[config.mk]
export PLATFORM = sky130hd
export DESIGN_NAME = soc1_ram_arbiter_flat
export DESIGN_NICKNAME = d
export VERILOG_FILES = /design/src/rtl/soc1_ram_arbiter_if.sv /design/src/rtl/soc1_ram_arbiter.sv /design/src/flat_wrapper.sv
export SDC_FILE = /design/constraint.sdc
export NUM_CORES = 1
export LEC_CHECK = 0
export CORE_UTILIZATION = 35
export DETAILED_ROUTE_END_ITERATION = 16
export PLACE_DENSITY = 0.88
export REMOVE_ABC_BUFFERS = 1
export SLEW_MARGIN = 20
export SYNTH_ARGS = -nofsm -noshare
export SYNTH_HDL_FRONTEND = slang
export SYNTH_SLANG_ARGS = --single-unit
export TNS_END_PERCENT = 5
[constraint.sdc]
create_clock -name clk -period 2.45 [get_ports clk]
set_input_delay 0.3675 -clock clk [delete_from_list [all_inputs] [get_ports clk]]
set_output_delay 0.3675 -clock clk [all_outputs]
set_load 0.01 [all_outputs]
[src/rtl/soc1_ram_arbiter_if.sv]
// Avalon-MM style requester bundle for one master port of the RAM arbiter.
// Latency: none, wires only.
// Backpressure: waitrequest from the arbiter side stalls the requester.
interface soc1_ram_arbiter_if #(
  parameter int ADDR_W = 9,
  parameter int DATA_W = 32
);
  logic [ADDR_W-1:0]   address;
  logic [DATA_W/8-1:0] byteenable;
  logic                read;
  logic                write;
  logic [DATA_W-1:0]   writedata;
  logic                waitrequest;
  logic                readdatavalid;
  logic [DATA_W-1:0]   readdata;

  // Requester side: issues commands, sees stall and read return.
  modport master (
    output address, byteenable, read, write, writedata,
    input  waitrequest, readdatavalid, readdata
  );

  // Arbiter side: consumes commands, returns stall and read data.
  modport slave (
    input  address, byteenable, read, write, writedata,
    output waitrequest, readdatavalid, readdata
  );
endinterface

[src/rtl/soc1_ram_arbiter.sv]
// Two-master arbiter for a single-port byte-enabled RAM; optional RAM_ARB_ROUND_ROBIN_EN sets IDLE tie-break.
// Latency: one idle cycle IDLE->first accept, zero-bubble owner handover, read data one cycle after accept.
// Backpressure: waitrequest=1 for any master not owning the RAM; owner keeps it at most HOLD_MAX beats if contended.
module soc1_ram_arbiter #(
  parameter int ADDR_W   = 9,
  parameter int DATA_W   = 32,
  parameter int HOLD_MAX = 4
) (
  input  logic                clk,
  input  logic                reset,
  soc1_ram_arbiter_if.slave   m0,
  soc1_ram_arbiter_if.slave   m1,
  output logic [ADDR_W-1:0]   ram_address,
  output logic [DATA_W/8-1:0] ram_byteenable,
  output logic                ram_chipselect,
  output logic                ram_write,
  output logic [DATA_W-1:0]   ram_writedata,
  output logic                ram_clken,
  input  logic [DATA_W-1:0]   ram_readdata
);
  localparam int BE_W = DATA_W / 8;
  localparam logic [3:0] HOLD_CNT = 4'(HOLD_MAX);

  typedef enum logic [1:0] {S_IDLE, S_OWN0, S_OWN1} state_t;

  state_t            state_q, state_d;
  logic [3:0]        beat_cnt_q, beat_cnt_d;
  logic [1:0]        rd_pend_q, rd_pend_d;
  logic [ADDR_W-1:0] hold_addr_q;
  logic [BE_W-1:0]   hold_be_q;
  logic [DATA_W-1:0] hold_wdata_q;

  logic       req0, req1;
  logic       acc0, acc1;
  logic       wait0, wait1;
  logic       pick1;
  logic [3:0] beat_inc;

  assign req0 = m0.read | m0.write;
  assign req1 = m1.read | m1.write;

  // Saturating beat count as it would stand after this cycle's beat.
  assign beat_inc = (beat_cnt_q == HOLD_CNT) ? beat_cnt_q : beat_cnt_q + 4'd1;

`ifdef RAM_ARB_ROUND_ROBIN_EN
  logic last_owner_q, last_owner_d;
  // On a tie in IDLE the master that did not own the RAM last goes first.
  assign pick1 = req1 & (~req0 | ~last_owner_q);
  assign last_owner_d = acc1 ? 1'b1 : (acc0 ? 1'b0 : last_owner_q);

  // Remember which master most recently had a beat accepted.
  always_ff @(posedge clk) begin
    if (reset) last_owner_q <= 1'b1;
    else       last_owner_q <= last_owner_d;
  end
`else
  // Fixed priority: m0 always wins a tie in IDLE.
  assign pick1 = req1 & ~req0;
`endif

  // Next-state, grant and beat-count logic.
  always_comb begin
    state_d    = state_q;
    beat_cnt_d = beat_cnt_q;
    acc0       = 1'b0;
    acc1       = 1'b0;
    wait0      = 1'b1;
    wait1      = 1'b1;
    case (state_q)
      S_IDLE: begin
        if (req0 | req1) state_d = pick1 ? S_OWN1 : S_OWN0;
      end
      S_OWN0: begin
        wait0 = 1'b0;
        acc0  = req0;
        if (!req0) begin
          state_d = req1 ? S_OWN1 : S_IDLE;
        end else begin
          beat_cnt_d = beat_inc;
          if (beat_inc == HOLD_CNT && req1) state_d = S_OWN1;
        end
      end
      S_OWN1: begin
        wait1 = 1'b0;
        acc1  = req1;
        if (!req1) begin
          state_d = req0 ? S_OWN0 : S_IDLE;
        end else begin
          beat_cnt_d = beat_inc;
          if (beat_inc == HOLD_CNT && req0) state_d = S_OWN0;
        end
      end
      default: state_d = S_IDLE;
    endcase
    if (state_d != state_q) beat_cnt_d = '0;
  end

  // Route the owner's command to the RAM; otherwise replay the last owner's values.
  always_comb begin
    ram_address    = hold_addr_q;
    ram_byteenable = hold_be_q;
    ram_writedata  = hold_wdata_q;
    if (state_q == S_OWN0) begin
      ram_address    = m0.address;
      ram_byteenable = m0.write ? m0.byteenable : {BE_W{1'b1}};
      ram_writedata  = m0.writedata;
    end else if (state_q == S_OWN1) begin
      ram_address    = m1.address;
      ram_byteenable = m1.write ? m1.byteenable : {BE_W{1'b1}};
      ram_writedata  = m1.writedata;
    end
  end

  // A read is pending only for a pure read (read+write counts as a write).
  assign rd_pend_d = {acc1 & m1.read & ~m1.write, acc0 & m0.read & ~m0.write};

  // Reset forces the command off and stalls both masters in the reset cycle itself.
  assign ram_chipselect   = (acc0 | acc1) & ~reset;
  assign ram_write        = ((acc0 & m0.write) | (acc1 & m1.write)) & ~reset;
  assign ram_clken        = 1'b1;
  assign m0.waitrequest   = wait0 | reset;
  assign m1.waitrequest   = wait1 | reset;
  assign m0.readdatavalid = rd_pend_q[0] & ~reset;
  assign m1.readdatavalid = rd_pend_q[1] & ~reset;
  assign m0.readdata      = ram_readdata;
  assign m1.readdata      = ram_readdata;

  // State, beat counter, read-pending flags and held RAM command fields.
  always_ff @(posedge clk) begin
    if (reset) begin
      state_q      <= S_IDLE;
      beat_cnt_q   <= '0;
      rd_pend_q    <= '0;
      hold_addr_q  <= '0;
      hold_be_q    <= '0;
      hold_wdata_q <= '0;
    end else begin
      state_q      <= state_d;
      beat_cnt_q   <= beat_cnt_d;
      rd_pend_q    <= rd_pend_d;
      hold_addr_q  <= ram_address;
      hold_be_q    <= ram_byteenable;
      hold_wdata_q <= ram_writedata;
    end
  end
endmodule

[src/flat_wrapper.sv]
// flat-port wrapper written by rule: the top's interface ports become plain ports
module soc1_ram_arbiter_flat 
#(
  parameter int ADDR_W   = 9,
  parameter int DATA_W   = 32,
  parameter int HOLD_MAX = 4
)
  (clk, reset, ram_address, ram_byteenable, ram_chipselect, ram_write, ram_writedata, ram_clken, ram_readdata, m0_address, m0_byteenable, m0_read, m0_write, m0_writedata, m0_waitrequest, m0_readdatavalid, m0_readdata, m1_address, m1_byteenable, m1_read, m1_write, m1_writedata, m1_waitrequest, m1_readdatavalid, m1_readdata);
  soc1_ram_arbiter_if #(.ADDR_W(ADDR_W), .DATA_W(DATA_W)) m0_i ();
  soc1_ram_arbiter_if #(.ADDR_W(ADDR_W), .DATA_W(DATA_W)) m1_i ();
  input  logic clk;
  input  logic reset;
  output logic [ADDR_W-1:0] ram_address;
  output logic [DATA_W/8-1:0] ram_byteenable;
  output logic ram_chipselect;
  output logic ram_write;
  output logic [DATA_W-1:0] ram_writedata;
  output logic ram_clken;
  input  logic [DATA_W-1:0] ram_readdata;
  input wire logic [$bits(m0_i.address)-1:0] m0_address;
  input wire logic [$bits(m0_i.byteenable)-1:0] m0_byteenable;
  input wire logic [$bits(m0_i.read)-1:0] m0_read;
  input wire logic [$bits(m0_i.write)-1:0] m0_write;
  input wire logic [$bits(m0_i.writedata)-1:0] m0_writedata;
  output wire logic [$bits(m0_i.waitrequest)-1:0] m0_waitrequest;
  output wire logic [$bits(m0_i.readdatavalid)-1:0] m0_readdatavalid;
  output wire logic [$bits(m0_i.readdata)-1:0] m0_readdata;
  input wire logic [$bits(m1_i.address)-1:0] m1_address;
  input wire logic [$bits(m1_i.byteenable)-1:0] m1_byteenable;
  input wire logic [$bits(m1_i.read)-1:0] m1_read;
  input wire logic [$bits(m1_i.write)-1:0] m1_write;
  input wire logic [$bits(m1_i.writedata)-1:0] m1_writedata;
  output wire logic [$bits(m1_i.waitrequest)-1:0] m1_waitrequest;
  output wire logic [$bits(m1_i.readdatavalid)-1:0] m1_readdatavalid;
  output wire logic [$bits(m1_i.readdata)-1:0] m1_readdata;
  assign m0_i.address = m0_address;
  assign m0_i.byteenable = m0_byteenable;
  assign m0_i.read = m0_read;
  assign m0_i.write = m0_write;
  assign m0_i.writedata = m0_writedata;
  assign m0_waitrequest = m0_i.waitrequest;
  assign m0_readdatavalid = m0_i.readdatavalid;
  assign m0_readdata = m0_i.readdata;
  assign m1_i.address = m1_address;
  assign m1_i.byteenable = m1_byteenable;
  assign m1_i.read = m1_read;
  assign m1_i.write = m1_write;
  assign m1_i.writedata = m1_writedata;
  assign m1_waitrequest = m1_i.waitrequest;
  assign m1_readdatavalid = m1_i.readdatavalid;
  assign m1_readdata = m1_i.readdata;
  soc1_ram_arbiter #(.ADDR_W(ADDR_W), .DATA_W(DATA_W), .HOLD_MAX(HOLD_MAX)) u_core (.clk(clk), .reset(reset), .m0(m0_i), .m1(m1_i), .ram_address(ram_address), .ram_byteenable(ram_byteenable), .ram_chipselect(ram_chipselect), .ram_write(ram_write), .ram_writedata(ram_writedata), .ram_clken(ram_clken), .ram_readdata(ram_readdata));
endmodule
After elaboration in Yosys (flattened, before gate mapping)
Cells that the tools add are included.
{ "word_totals": {"inputBits": 128, "reg_bits": 53, "elab_cells": 67, "output_inout_bits": 116} }
{ "classes": {"n_mux": 25, "n_bitwise": 22, "n_reduce_logical": 6, "n_addsub": 1, "eq_ne": 7} }
{ "op_table": {"columns": ["cell", "count"], "rows": [
  ["$mux W32", 2],
  ["$mux W4", 7],
  ["$mux W9", 2],
  ["$mux W2", 7],
  ["$and A1 B1 Y1", 11],
  ["$eq A4 B3 Y1 const B", 2],
  ["$pmux W4 S2", 1],
  ["$or A1 B1 Y1", 7],
  ["$pmux W2 S3", 1],
  ["$mux W1", 5],
  ["$add A4 B1 Y4 const B", 1],
  ["$ne A2 B1 Y1 const B", 2],
  ["$not A1 Y1", 4],
  ["$reduce_and A3 Y1", 1],
  ["$eq A2 B1 Y1 const B", 1],
  ["$eq A2 B2 Y1 const B", 1],
  ["$logic_and A1 B1 Y1", 2],
  ["$logic_not A2 Y1", 1],
  ["$ne A2 B2 Y1", 1],
  ["$reduce_bool A2 Y1", 1],
  ["$reduce_or A2 Y1", 1]
]} }

Depth between registers and ports, before layout
{ "depth": {"depth_word": 9, "ltp_mapped": 9} }

Least setup slack after synthesis
Ideal clock, no wire load.
{ "synth_timing": {"kind": "register to output", "start": "register u_core.state_q[1]", "end": "output ram_writedata[17]", "path_stages_with_launch": 7, "path_buffers": 3, "required_time_ns": 2.082, "arrival_ns": 1.747, "setup_slack_ns": 0.335, "path_cell_list": "dfxtp_1 > ha_1 > clkbuf_1 > buf_2 > buf_2 > mux2i_1 > o21ai_0"} }
{ "synth_between": {"elab_chain_len": 3} }
{ "synth_lines": {"columns": ["element", "line", "text"], "rows": [
  ["start: declaration", "soc1_ram_arbiter.sv:26", "state_t state_q, state_d;"],
  ["start signal: assignment", "soc1_ram_arbiter.sv:138", "state_q <= state_d;"],
  ["$eq A2 B2 Y1", "soc1_ram_arbiter.sv:107", "end else if (state_q == S_OWN1) begin"],
  ["$mux W32", "soc1_ram_arbiter.sv:107", null],
  ["$mux W32 (*)", "soc1_ram_arbiter.sv:103", "if (state_q == S_OWN0) begin"],
  ["end: declaration", "flat_wrapper.sv:17", "output logic [DATA_W-1:0] ram_writedata;"]
]} }
Mark *: on every way between the ends. The rest lies on a longest branch, timed or not.

Final worst setup path
{ "layout_timing": {"start": "register u_core.beat_cnt_q[0]", "end": "register u_core.beat_cnt_q[1]"} }
{ "layout_between": {"elab_chain_len": 9} }
{ "layout_lines": {"columns": ["element", "line", "text"], "rows": [
  ["start: declaration", "soc1_ram_arbiter.sv:27", "logic [3:0] beat_cnt_q, beat_cnt_d;"],
  ["start signal: assignment", "soc1_ram_arbiter.sv:139", "beat_cnt_q <= beat_cnt_d;"],
  ["$add A4 B1 Y4 / $eq A4 B3 Y1 (equally long branches)", "soc1_ram_arbiter.sv:43", "assign beat_inc = (beat_cnt_q == HOLD_CNT) ? beat_cnt_q : beat_cnt_q + 4'd1;"],
  ["$mux W4 (*)", "soc1_ram_arbiter.sv:43", null],
  ["$eq A4 B3 Y1", "soc1_ram_arbiter.sv:80, soc1_ram_arbiter.sv:90", null],
  ["$logic_and A1 B1 Y1 (on tied branches)", "soc1_ram_arbiter.sv:90, soc1_ram_arbiter.sv:80", null],
  ["$mux W2 (on tied branches)", "soc1_ram_arbiter.sv:90, soc1_ram_arbiter.sv:80", null],
  ["$mux W2 (on tied branches)", "soc1_ram_arbiter.sv:86, soc1_ram_arbiter.sv:76", null],
  ["$pmux W2 S3", "soc1_ram_arbiter.sv:69", "case (state_q)"],
  ["$ne A2 B2 Y1", "soc1_ram_arbiter.sv:95", "if (state_d != state_q) beat_cnt_d = '0;"],
  ["$reduce_or A2 Y1 (no line)", null, null]
]} }
Mark *: on every way between the ends. The rest lies on a longest branch, timed or not. The select of a mux whose other input is x is not followed.
A chain may end at the register's enable or synchronous reset.

==> flow_summary_export.csv <==
group,metric,value,unit
setup_path,cp.required,2.66,ns
synth,yosysTopAreaCellShare,31.6,%
synth,synthFlopType,"dfxtp_1",
cts,max-clock-path-buffers,2,
placement,place_inst,601,
timing,setup-violations-final,0,
synth,synth_edf_count,0,
pwr,finalPower,3070,uW
cts,postCtsSetupRepairBufs,0,
timing,fin_skew,0.00616,ns
synth,ys_warn_count,0,
timing,layout_min_cycle_time,2.40,ns
cells_and_area,antenna_cells,0,
cts,clk_latency,0.31,ns
synth,yosysSeqAreaShare,31.6,%
cts,htreeDepth,2,
synth,synth_area,3350,sq um
synth,synth_compound_area_share,14.2,%
timing,fmax,416,MHz
global_routing,grt_pass1_wl,16.1,mm
pwr,power_density,663,nW/um^2
timing,hold_violations,0,
timing,whs,0.459,ns
cts,clkTransAtPathRegs,0.10,ns
timing,worstMarginPinSlew,0.494,ns
drt,postRouteWirelength,11.0,mm
global_routing,grt.overflow.total,0,
pwr,ir_drop,0.333,mV
floorplan,pin_count,244,
cts,tritoncts,"done",
placement,io_buffers,146,
worst_hold_path,hold_path_class,"input pin to register",
synth,avgSynthCellArea,8.26,sq um
placement,dpl.hpwl,8.34,mm
drt,via_count,3082,
global_routing,grt_pass1_vias,3027,
drt,viasPerCell,5.06,
cells_and_area,syn2layout_area_growth,38.2,%
cts,hold_buffers,0,
floorplan,dieHeight,99.9,um
synth,synth_xor_area_share,0.261,%
setup_path,path_class,"register to register",
cts,cts_root_buffer,"clkbuf_8",
drt,drt_iter0_drc,74,
cells_and_area,fin_cells,609,
synth,yosysTopAreaCell,"dfxtp_1",
cts,cts_made_buffers,5,
synth,netlist_instances,406,
drt,post_drt_wl_per_cell,18.1,um
cells_and_area,fill_cells,892,
synth,async_flop_share,0,%
placement,gp_congestion,0.883,
timing,slew_viol_final,0,
timing,slew_headroom,66.9,%
timing,setup_ws,0.0454,ns
floorplan,start_util,36.1,%
setup_path,startpoint_type,"register",
setup_path,cp-end-kind,"register",
floorplan,die_x,99.9,um
timing,rsz0062_at_grt,"yes",
pwr,cellLeakagePower,0.00201,uW
timing,min_period_over_period,98.1,%
synth,ys_top_cells_by_area,"dfxtp_1, buf_4, mux2i_1, nor2b_1, o21ai_0",
global_routing,grt.total_usage,21.2,%
cells_and_area,layout-drive-gt1-share,6.67,%
synth,synth_common_cells,"buf_4, dfxtp_1, o21ai_0, nor2b_1, nand2_1",
cts,clock_sinks,53,
global_routing,antenna_found_initial,0,
setup_path,cp.arrival,2.62,ns
floorplan,die-area,9980,sq um
drt,dr.pass1.iters,4,
drt,antenna_left,0,
cells_and_area,nets,613,
placement,preCtsSetupSlack,0.0186,ns
synth,synthDistinctLibCells,47,
synth,synth_most_common_cell,"buf_4",
setup_path,critPathMaxFanout,6,
run,cap_violations,0,
global_routing,grt_max_degree,61,
floorplan,core.rowCount,35,
synth,synthSimpleGateAreaFrac,20.8,%
synth,synthMuxAreaShare,12.5,%
synth,synth_top_family_by_area,"simple AND/OR/NAND/NOR gates",
synth,synthAdderAreaFrac,2.24,%
outcome,status,"finished, final reports clean",
drt,drc,0,
floorplan,core_area,9280,sq um
synth,ys_ff_latch,53,
==> repair_timing <==
item                                    CTS  global route
endpoints found under the setup margin   32            25
pin swaps                                 0             2
gates cloned                              0             0
gates resized for setup                  38            27
==> through the flow <==
| step | TNS, ns | instance area (sq um) | utilization (%) |
|---|---|---|---|
| 6_report | 0 | 4640 | 49.9 |
| 5_1_grt | -0.409 | 4640 | 49.9 |
| 4_1_cts | -0.0960 | 4580 | 49.3 |
| 3_5_place_dp | 0 | 4510 | 48.5 |
| 3_3_place_gp | 0 | 4510 | 48.5 |
| 2_1_floorplan | -55.06 | 2770 | - |
==> where the power goes <==
group	switching [uW]	total [uW]	internal, uW
clock	309	514	205
combinational	731	1520	791
sequential	42.7	1040	995
total	1080	3070	1990
==> state kept, by name (all words and copies together), names as in the netlist <==
register             flops
u_core.beat_cnt_q        4
u_core.hold_addr_q       9
u_core.hold_be_q         4
u_core.hold_wdata_q     32
u_core.rd_pend_q         2
u_core.state_q           2
==> cell usage in the layout (no fill, tap or decap), types with 6 or more instances in the layout <==
master | Yosys | final
mux2i_1 | 42 | 42
dfxtp_1 | 53 | 53
dlygate4sd2_1 | 0 | 26
nor2b_1 | 49 | 49
o21ai_0 | 53 | 39
inv_1 | 6 | 6
dlymetal6s2s_1 | 0 | 21
nand2_1 | 43 | 42
o21ai_1 | 0 | 13
clkdlybuf4s50_1 | 0 | 98
==> layout make-up <==
cell class / count / area [sq um] / area share (%)
sequential: 53 / 1060 / 22.9
clock inverter: 2 / 13.8 / 0.297
clock buffer: 6 / 72.6 / 1.57
inverter: 6 / 22.5 / 0.486
multi-input combinational: 258 / 1700 / 36.8
timing repair buffer: 155 / 1600 / 34.5
tap: 129 / 161 / 3.48
==> layer usage <==
metal | share of wire (%) | vias up | wire length [um] | global-route usage, %
met2 | 44 | 186 | 4900 | 32.1
met4 | 1.4 | 2 | 155 | 4.98
met3 | 13 | 18 | 1400 | 13.0
met1 | 41 | 1420 | 4530 | 24.6
li1 | - | 1456 | - | -
met5 | 0.51 | - | 56 | 10.3
==> path summary, 6_finish.rpt <==
kind	start	endpoint	slack (ns)	cells past startpoint
setup reg to reg	u_core.beat_cnt_q[0]	u_core.beat_cnt_q[1]	0.05	8
hold / removal	reset	u_core.state_q[0]	0.46	2
setup / recovery	u_core.beat_cnt_q[0]	u_core.beat_cnt_q[1]	0.05	8
hold reg to reg	u_core.beat_cnt_q[3]	u_core.beat_cnt_q[3]	0.59	2
==> worst max-delay path, stage by stage (launching register included) <==
cell and delay (ns):
dfxtp_1 0.44, inv_1 0.11, ha_1 0.24, nor2b_1 0.18, o211ai_1 0.43, a311oi_1 0.23
nor4_2 0.30, o21bai_1 0.14, nor4_1 0.24
==> cell families after synthesis <==
kind of cell / Yosys count
fa+ha+maj: 6
compound gates: 80
other cells: 1
simple gates: 128
mux: 42
flops: 53
xor+xnor: 1
buf+inv: 95
Note: power is estimated with default switching activity, not from simulation.
